===== config.mk =====
export PLATFORM = sky130hd
export DESIGN_NAME = priority_encoder_8_to_3_flat
export DESIGN_NICKNAME = d
export VERILOG_FILES = /design/src/rtl/priority_encoder_8_to_3_if.sv /design/src/rtl/priority_encoder_8_to_3.sv /design/src/flat_wrapper.sv
export SDC_FILE = /design/constraint.sdc
export NUM_CORES = 1
export LEC_CHECK = 0
export CORE_UTILIZATION = 45
export CTS_BUF_LIST = sky130_fd_sc_hd__clkbuf_16
export DETAILED_ROUTE_END_ITERATION = 8
export PLACE_DENSITY = 0.73
export SLEW_MARGIN = 20
export SYNTH_ARGS = -nofsm -noshare
export SYNTH_HDL_FRONTEND = slang
export SYNTH_SLANG_ARGS = --single-unit

===== constraint.sdc =====
create_clock -name clk -period 4.3 [get_ports clk]
set_input_delay 1.29 -clock clk [delete_from_list [all_inputs] [get_ports clk]]
set_output_delay 1.29 -clock clk [all_outputs]
set_load 0.1 [all_outputs]

===== src/rtl/priority_encoder_8_to_3_if.sv =====
// Handshake bundle for the registered 8-to-3 priority encoder.
// Ports: master = producer/consumer side (drives E, D, in_valid,
//   out_ready); slave = encoder side (drives in_ready, A, V, M,
//   out_valid, err_cnt).
interface priority_encoder_8_to_3_if #(
   parameter int ERR_W = 8
);
   logic             E;
   logic [7:0]       D;
   logic             in_valid;
   logic             in_ready;
   logic [2:0]       A;
   logic             V;
   logic             M;
   logic             out_valid;
   logic             out_ready;
   logic [ERR_W-1:0] err_cnt;

   modport master (
      output E,
      output D,
      output in_valid,
      output out_ready,
      input  in_ready,
      input  A,
      input  V,
      input  M,
      input  out_valid,
      input  err_cnt
   );

   modport slave (
      input  E,
      input  D,
      input  in_valid,
      input  out_ready,
      output in_ready,
      output A,
      output V,
      output M,
      output out_valid,
      output err_cnt
   );
endinterface


===== src/rtl/priority_encoder_8_to_3.sv =====
// Registered 8-to-3 priority encoder, two-entry output FIFO.
// Ports: clk, rst (async active-high), bus (slave modport):
//   E/D/in_valid/in_ready on the input side,
//   A/V/M/out_valid/out_ready on the output side, err_cnt status.
module priority_encoder_8_to_3 #(
   parameter int ERR_W = 8
) (
   input  logic                      clk,
   input  logic                      rst,
   priority_encoder_8_to_3_if.slave  bus
);

   typedef struct packed {
      logic [2:0] a;
      logic       v;
      logic       m;
   } ent_t;

   ent_t             head_q, head_d;
   ent_t             tail_q, tail_d;
   logic [1:0]       cnt_q, cnt_d;
   logic [ERR_W-1:0] err_q, err_d;

   ent_t enc;
   logic push;
   logic pop;
   logic rdy;

   // Ascending scan: the last set bit seen wins, i.e. the highest.
   // D & (D-1) clears the lowest set bit; anything left means multi-hot.
   always_comb begin
      enc   = '0;
      for (int i = 0; i < 8; i++) begin
         if (bus.D[i]) enc.a = i[2:0];
      end
      enc.v = |bus.D;
      enc.m = |(bus.D & (bus.D - 8'd1));
   end

   // Kept low during reset so nothing is offered before release.
   assign rdy  = (cnt_q != 2'd2) & ~bus.E & ~rst;
   assign push = bus.in_valid & rdy;
   assign pop  = (cnt_q != 2'd0) & bus.out_ready;

   // head_q is always the visible entry; tail_q only holds the
   // second entry while count is 2.
   always_comb begin
      head_d = head_q;
      tail_d = tail_q;
      cnt_d  = cnt_q;
      unique case ({push, pop})
         2'b10: begin
            if (cnt_q == 2'd0) head_d = enc;
            else               tail_d = enc;
            cnt_d = cnt_q + 2'd1;
         end
         2'b01: begin
            if (cnt_q == 2'd2) head_d = tail_q;
            cnt_d = cnt_q - 2'd1;
         end
         2'b11: begin
            // Only reachable at count 1: new entry replaces the head.
            head_d = enc;
         end
         default: ;
      endcase
   end

   always_comb begin
      err_d = err_q;
      if (push && enc.m && (err_q != {ERR_W{1'b1}})) begin
         err_d = err_q + 1'b1;
      end
   end

   always_ff @(posedge clk or posedge rst) begin
      if (rst) begin
         head_q <= '0;
         tail_q <= '0;
         cnt_q  <= '0;
         err_q  <= '0;
      end else begin
         head_q <= head_d;
         tail_q <= tail_d;
         cnt_q  <= cnt_d;
         err_q  <= err_d;
      end
   end

   assign bus.in_ready  = rdy;
   assign bus.out_valid = (cnt_q != 2'd0);
   assign bus.A         = head_q.a;
   assign bus.V         = head_q.v;
   assign bus.M         = head_q.m;
   assign bus.err_cnt   = err_q;

endmodule


===== src/flat_wrapper.sv =====
// flat-port wrapper written by rule: the top's interface ports become plain ports
module priority_encoder_8_to_3_flat 
#(
   parameter int ERR_W = 8
)
  (clk, rst, bus_E, bus_D, bus_in_valid, bus_out_ready, bus_in_ready, bus_A, bus_V, bus_M, bus_out_valid, bus_err_cnt);
  priority_encoder_8_to_3_if #(.ERR_W(ERR_W)) bus_i ();
  input  logic clk;
  input  logic rst;
  input wire logic [$bits(bus_i.E)-1:0] bus_E;
  input wire logic [$bits(bus_i.D)-1:0] bus_D;
  input wire logic [$bits(bus_i.in_valid)-1:0] bus_in_valid;
  input wire logic [$bits(bus_i.out_ready)-1:0] bus_out_ready;
  output wire logic [$bits(bus_i.in_ready)-1:0] bus_in_ready;
  output wire logic [$bits(bus_i.A)-1:0] bus_A;
  output wire logic [$bits(bus_i.V)-1:0] bus_V;
  output wire logic [$bits(bus_i.M)-1:0] bus_M;
  output wire logic [$bits(bus_i.out_valid)-1:0] bus_out_valid;
  output wire logic [$bits(bus_i.err_cnt)-1:0] bus_err_cnt;
  assign bus_i.E = bus_E;
  assign bus_i.D = bus_D;
  assign bus_i.in_valid = bus_in_valid;
  assign bus_i.out_ready = bus_out_ready;
  assign bus_in_ready = bus_i.in_ready;
  assign bus_A = bus_i.A;
  assign bus_V = bus_i.V;
  assign bus_M = bus_i.M;
  assign bus_out_valid = bus_i.out_valid;
  assign bus_err_cnt = bus_i.err_cnt;
  priority_encoder_8_to_3 #(.ERR_W(ERR_W)) u_core (.clk(clk), .rst(rst), .bus(bus_i));
endmodule

# == Word-level counts from Yosys, hierarchy flattened ==
# Cells that the tools add are included.
# totals
inputBits,13
word_cells,49
ff_bits,20
# classes
n_reduce_logical,10
n_eq_ne,8
mux,11
addsub,4
n_bitwise,8
# ops
operator,count
$reduce_or A8 Y1,2
$pmux W5 S3,1
$mux W3,4
$mux W5,2
$add A8 B1 Y8 const B,1
$and A8 B8 Y8,1
$ne A8 B8 Y1 const B,1
$sub A8 B1 Y8 const B,1
$eq A2 B2 Y1 const B,3
$and A1 B1 Y1,4
$mux W2,2
$ne A2 B1 Y1 const B,2
$pmux W2 S2,1
$reduce_bool A2 Y1,2
$not A1 Y1,3
$reduce_and A3 Y1,1
$reduce_bool A3 Y1,1
$add A2 B1 Y2 const B,1
$eq A2 B1 Y1 const B,1
$logic_and A1 B1 Y1,2
$logic_not A2 Y1,1
$ne A2 B2 Y1 const B,1
$reduce_and A2 Y1,1
$sub A2 B1 Y2 const B,1
$mux W1,1

# == Logic depth before layout (Yosys ltp) ==
# Gate-level depths: netlist of the first run.
# logic_depth
ltp_word,9
depth_mapped,10
depth_no_buf,9

# == Worst setup path before layout of the first run ==
# No wires, ideal clock.
# synth_path
kind,input-to-output
startpoint,input port bus_E
endpoint,output port bus_in_ready
path_stages,1
n_path_buf,0
slack_ps,-525
arrival_time_ps,3535
cell_sequence,a211oi_1
# synth_between
elab_chain_len,3
# synth_lines
element,line_no,text
start: declaration,flat_wrapper.sv:10,input wire logic [$bits(bus_i.E)-1:0] bus_E;
$not A1 Y1,priority_encoder_8_to_3.sv:41,assign rdy = (cnt_q != 2'd2) & ~bus.E & ~rst;
$and A1 B1 Y1 (2 in series),priority_encoder_8_to_3.sv:41,
end: declaration,flat_wrapper.sv:14,output wire logic [$bits(bus_i.in_ready)-1:0] bus_in_ready;
# Every way passes these cells.

# == Worst setup path after layout of the first run ==
# Same ends and word-level chain as after synthesis.

==> results of run 1 <==
==> cell usage after synthesis, drive strengths merged, types with 2 or more instances <==
master and number:
xor2 9, nor4 2, nand2b 3, nor2 6
inv 6, o21ai 10, nand2 17, o31ai 2
nor3 6, nand3 3, o21a 2, ha 4
or2 2, a21oi 3, clkbuf 2, mux2 4
dfrtp 20, a211oi 2
==> flip-flops by register name, summed over array words and instances, names as in the netlist <==
name,cells
u_core.tail_q,5
u_core.bus.err_cnt,8
u_core.bus.V,1
u_core.bus.M,1
u_core.cnt_q,2
u_core.bus.A,3
==> worst min-delay path, cell delays in order, from the launching register on <==
cell,delay (ps)
dfrtp_1,340
nand2_1,40
o21ai_0,70
==> path summary, 6_finish.rpt <==
| kind | endpoint | cells after the start | start |
|---|---|---|---|
| min reg2reg | u_core.tail_q[3] | 2 | u_core.tail_q[3] |
| min in group asynchronous | u_core.tail_q[0] | 2 | rst |
| max in group asynchronous | u_core.bus.V | 2 | rst |
| max | bus_in_ready | 3 | bus_E |
| max reg2reg | u_core.bus.A[2] | 8 | u_core.cnt_q[0] |
| min | u_core.tail_q[3] | 2 | u_core.tail_q[3] |
==> kinds of logic (layout without fill, tap and decap cells) <==
| kind of cell | Yosys count | count (layout) | synth area share, % |
|---|---|---|---|
| XOR/XNOR | 10 | 10 | 7.77 |
| AND/OR/NAND/NOR | 46 | 46 | 22.1 |
| AO/OA/AOI/OAI | 22 | 22 | 13.4 |
| multiplexers | 4 | 4 | 4.33 |
| adder cells (fa/ha/maj) | 5 | 5 | 5.33 |
| flip-flops | 20 | 20 | 44.4 |
| buffers and inverters | 8 | 37 | 2.66 |
==> area by class of cell <==
class / instances / area [µm²] / share of cell area [%]
Clock buffer: 3 / 75.1 / 4.95
Clock inverter: 1 / 3.75 / 0.248
Inverter: 6 / 22.5 / 1.49
Multi-Input combinational cell: 87 / 602 / 39.7
Sequential cell: 20 / 500 / 33.0
Tap cell: 28 / 35.0 / 2.31
Timing Repair Buffer: 27 / 278 / 18.3
==> report_power, final <==
group          internal (mW)  switching, mW  total (mW)
Combinational          0.191          0.501       0.692
Sequential             0.267         0.0693       0.336
Clock                  0.124         0.0683       0.192
==> through the flow <==
stage / setup slack (ps) / std cells / hold WS, ps / instance area, µm²
after floorplan: 440 / 115 / 441 / 1130
after global placement: 679 / 168 / 463 / 1440
after detailed placement: 618 / 168 / 474 / 1440
after CTS: 730 / 172 / 488 / 1520
after global routing: 693 / 172 / 516 / 1520
final: 740 / 172 / 485 / 1520
==> layer usage <==
metal / share of wire [%] / track usage [%] / vias to the layer above
met5: 0 / 0 / -
met4: 1.0 / 6.76 / 0
met3: 3.2 / 4.68 / 4
met2: 50 / 36.1 / 17
met1: 46 / 25.8 / 451
li1: - / - / 458
==> summary.txt, run 1 <==
Placement
  – Detailed placement HPWL: 1.76 mm
  – Port bufs: 27
  – Gpl congestion: 0.871

Clock tree
  – Clk sink count: 20
  – Hold_buf cts: 0
  – CTS resizes: 0
  – Post-CTS Setup Bufs: 0
  – Clock-pin transition on the worst setup and hold timing paths: roughly 60 ps
  – TritonCTS buffer count: 3
  – Worst skew pair latency: 250 ps
  – Max clock buf depth: 2
  – CTS tree: done
  – Root Driver: clkbuf_16
  – H-tree depth: 1

Global route
  – Grt total ovfl: 0
  – Antenna violations before repair: 0
  – Total Routing Usage GR: 21.0%
  – Largest net degree at the start of global routing: 21
  – Vias in the first global route: 936
  – First-pass GRT wire length: 4.15 mm

STA
  – Final Critical Period: approximately 3600 ps
  – Setup TNS: 0 ps
  – Slew HR: 35.0%
  – Clk_skew: 3.84 ps
  – Max-slew violation count: 0
  – Final period util: 82.8%
  – Pin slew with the least headroom to its limit: between 900 and 1000 ps
  – RSZ-0062 raised after global routing: false
  – Max Clk Rate: 281 MHz
  – Hold Fails Final Rpt: 0
  – Endpoints failing setup: 0

Yosys
  – Warnings, synthesis: 0
  – Mapped Area: 1130 µm²
  – Yosys reg bits: 20
  – Cell taking the most area after synthesis: dfrtp_1
  – Post-synthesis area per instance: 9.80 µm²
  – Distinct cells, synth: 34
  – Number of synthesized flops with an enable pin: 0
  – Async SR Flop Fraction: 100%
  – Dominant synthesized flop cell: dfrtp_1
  – Synth top area cells: dfrtp_1 44%, xor2_1 7.0%, nand2_1 5.7%
  – Mapped Cells: 115
  – Seq/Total Area, Yosys: 44.4%
  – Net Count, Synth: about 130
  – Post-synth top area share: 44.4%

Worst setup path
  – CP Capture Type: primary output
  – Critical Path RT: approximately 3000 ps
  – CP Class: input pin to primary output
  – Top delay family on crit path: buffers and inverters
  – CP Cell Sequence: clkdlybuf4s50_1, a211oi_2, buf_12
  – CP max FO: 2
  – CP max stage cell: clkdlybuf4s50_1
  – CP arrival: 2270 ps
  – Worst setup SP type: input pin
  – Worst path max stage delay: 470 ps
  – Worst R2R Setup Slack: about 1900 ps
  – Number of buffers and inverters on the critical path: 2

Layout
  – Nets@finish: 162
  – Ant. Diodes: 0
  – Most frequent cells in the layout: 25 x clkdlybuf4s50_1, 20 x dfrtp_1, 17 x nand2_1
  – Synthesis-to-finish area growth: 34.5%
  – Most common cell after layout, fill and taps aside: clkdlybuf4s50_1
  – Share of cells above drive strength 1: about an eighth
  – Final Core Density: approximately 67%
  – Fillers: approximately 190

Drt
  – Routed len/inst: 13.5 µm
  – Routed Antenna Nets: 0
  – Total Routed Length: 2.32 mm
  – Drt via density: between 5 and 6
  – DRC: 0
  – DRT iter0 DRCs: 8
  – Routed vias: 930
  – DRT Pass-1 Iters: 4

Power and ir drop
  – Leak Pwr: 0.660 nW
  – Power Density: 804 nW/µm²
  – Maximum vdd drop: 566 µV
  – Pwr Total: about 1.2 mW

Outcome
  – Status: completed

Floorplan
  – Die X: 52.1 µm
  – DIE AREA: 2710 µm²
  – Die H: 52.1 µm
  – Starting Density: between 40% and 50%
  – I/O Pins: 28
  – FP Rows: 17
  – Core area: 2280 µm²

Min path
  – Worst Hold Class: flip-flop to flip-flop

Flow run
  – Max_cap viols: 0
(Power assumes the default switching activity.)
==> inputs of run 2 (changes only) <==
==> constraint.sdc (replaced) <==
create_clock -name clk -period 3.3 [get_ports clk]
set_input_delay 0.99 -clock clk [delete_from_list [all_inputs] [get_ports clk]]
set_output_delay 0.99 -clock clk [all_outputs]
set_load 0.1 [all_outputs]
==> run 2 against run 1 <==
First-iteration DRC count increased by 140%. Routed wire length rose by 2.4%. Largest power group unchanged. Critical path depth unchanged. Total power rose by 29%. Clock skew is essentially flat. Combinational power up 28%. Register-to-register slack worse by 800 ps. Clock power up 30%. Flip-flop and latch count unchanged.
==> summary.txt, run 2 (synthesis results as in run 1) <==
Outcome
  – Status: completed

Global route
  – Grt total ovfl: 0
  – First-pass GRT wire length: 4.02 mm
  – Total Routing Usage GR: 21.0%
  – Largest net degree at the start of global routing: 21
  – Vias in the first global route: 884
  – Antenna violations before repair: 0

Clock tree
  – Clock-pin transition on the worst setup and hold timing paths: 60 ps
  – Hold_buf cts: 0
  – H-tree depth: 1
  – Clk sink count: 20
  – CTS resizes: 0
  – TritonCTS buffer count: 3
  – CTS tree: done
  – Post-CTS Setup Bufs: 0
  – Max clock buf depth: 2
  – Root Driver: clkbuf_16
  – Worst skew pair latency: between 200 and 300 ps

STA
  – Clk_skew: roughly 4.1 ps
  – Hold_ws: 472 ps
  – Pin slew with the least headroom to its limit: between 700 and 800 ps
  – Endpoints failing setup: 0
  – Max-slew violation count: 0
  – Slew HR: between 50% and 60%
  – Hold Fails Final Rpt: 0
  – Setup TNS: 0 ps
  – Max Clk Rate: around 330 MHz
  – Final Critical Period: about 3000 ps
  – Final period util: 91.4%
  – RSZ-0062 raised after global routing: false

Drt
  – Total Routed Length: between 2 and 2.5 mm
  – Routed vias: between 900 and 1000
  – Routed Antenna Nets: 0
  – Routed len/inst: 13.7 µm
  – Drt via density: 5.22
  – DRC: 0
  – DRT iter0 DRCs: 19
  – DRT Pass-1 Iters: 4

Layout
  – Most frequent cells in the layout: 20 x dfrtp_1, 17 x nand2_1, 16 x buf_4
  – Nets@finish: 164
  – Synthesis-to-finish area growth: 32.6%
  – Ant. Diodes: 0
  – Most common cell after layout, fill and taps aside: dfrtp_1
  – Fillers: 176
  – Largest register FFs: 8
  – Share of cells above drive strength 1: about 22%

Worst setup path
  – Worst setup SP type: input pin
  – CP Class: input pin to primary output
  – Critical Path RT: 2310 ps
  – CP arrival: 2030 ps
  – CP Capture Type: primary output
  – CP max FO: 2

Floorplan
  – Die X: 52.1 µm
  – DIE AREA: roughly 2700 µm²
  – Die H: 52.1 µm
  – I/O Pins: 28
  – Starting Density: between 40 and 50%
  – FP Rows: 17
  – Core area: 2280 µm²

Power and ir drop
  – Internal: approximately 0.74 mW
  – Sequential Power Share: ~28%
  – Leak Pwr: 0.686 nW
  – Combinational power share: about 56%
  – Clock network power share: 15.9%
  – Maximum vdd drop: 866 µV
  – Power Density: 1050 nW/µm²
  – Psw: 0.834 mW
  – Sw Share: 53.0%

Placement
  – Port bufs: 27
  – Gpl congestion: ~0.81
  – Detailed placement HPWL: 1.79 mm

Flow run
  – Max_cap viols: 0

Min path
  – Worst Hold Class: flip-flop to flip-flop
[run 2: cell types whose count changed in the layout (fill, tap and decap cells not counted), sizes merged]
cell / previous run / this run
clkinv: 1 / 0
clkdlybuf4s50: 25 / 12
buf: 2 / 17
[run 2: final cells by class]
type	instances	area, µm²	share of cell area (%)
inverter	6	22.5	1.51
timing repair buffer	29	260	17.4
clock buffer	3	75.1	5.02
multi-input combinational	87	602	40.3
sequential	20	500	33.5
tap	28	35.0	2.34
[run 2: power groups by stage]
| stage | sequential [mW] | combinational [mW] | clock (mW) |
|---|---|---|---|
| finish | 0.435 | 0.889 | 0.250 |
| global route | 0.452 | 0.945 | 0.263 |
| CTS | 0.436 | 0.895 | 0.254 |
| detailed placement | 0.438 | 0.895 | 0 |
| global placement | 0.436 | 0.880 | 0 |
| floorplan | 0.834 | 0.298 | 0 |
[run 2: worst max-delay path: stages]
cell and delay (ps):
clkdlybuf4s50_1 500, a211oi_2 320, buf_12 220
[run 2: stage by stage]
stage / utilization (%) / total power [mW] / setup slack [ps] / cell area, µm² / std cells
2_1_floorplan: - / 1.13 / 39.7 / 1130 / 115
3_3_place_gp: 62.4 / 1.32 / 204 / 1420 / 170
3_5_place_dp: 62.4 / 1.33 / 97.7 / 1420 / 170
4_1_cts: 65.7 / 1.59 / 283 / 1500 / 173
5_1_grt: 65.7 / 1.66 / 241 / 1500 / 173
6_report: 65.7 / 1.57 / 282 / 1500 / 173
[run 2: path summary, 6_finish.rpt]
check                                 start                to  slack [ps]  depth (start not counted)
max                                   bus_E      bus_in_ready         280                          3
min                        u_core.tail_q[2]  u_core.tail_q[2]         470                          2
max reg2reg                 u_core.cnt_q[1]   u_core.bus.A[2]        1070                          7
min reg2reg                u_core.tail_q[2]  u_core.tail_q[2]         470                          2
max in group asynchronous               rst   u_core.cnt_q[1]        1520                          2
min in group asynchronous               rst  u_core.tail_q[1]        1310                          2
[run 2: routing by layer]
metal  up-vias  track usage, %  wire length [µm]
met1       420            25.5              1070
met4         0            11.3                57
met3         7            4.68                75
met2        18            34.2              1160
li1        458               -                 -
met5         -               0                 0
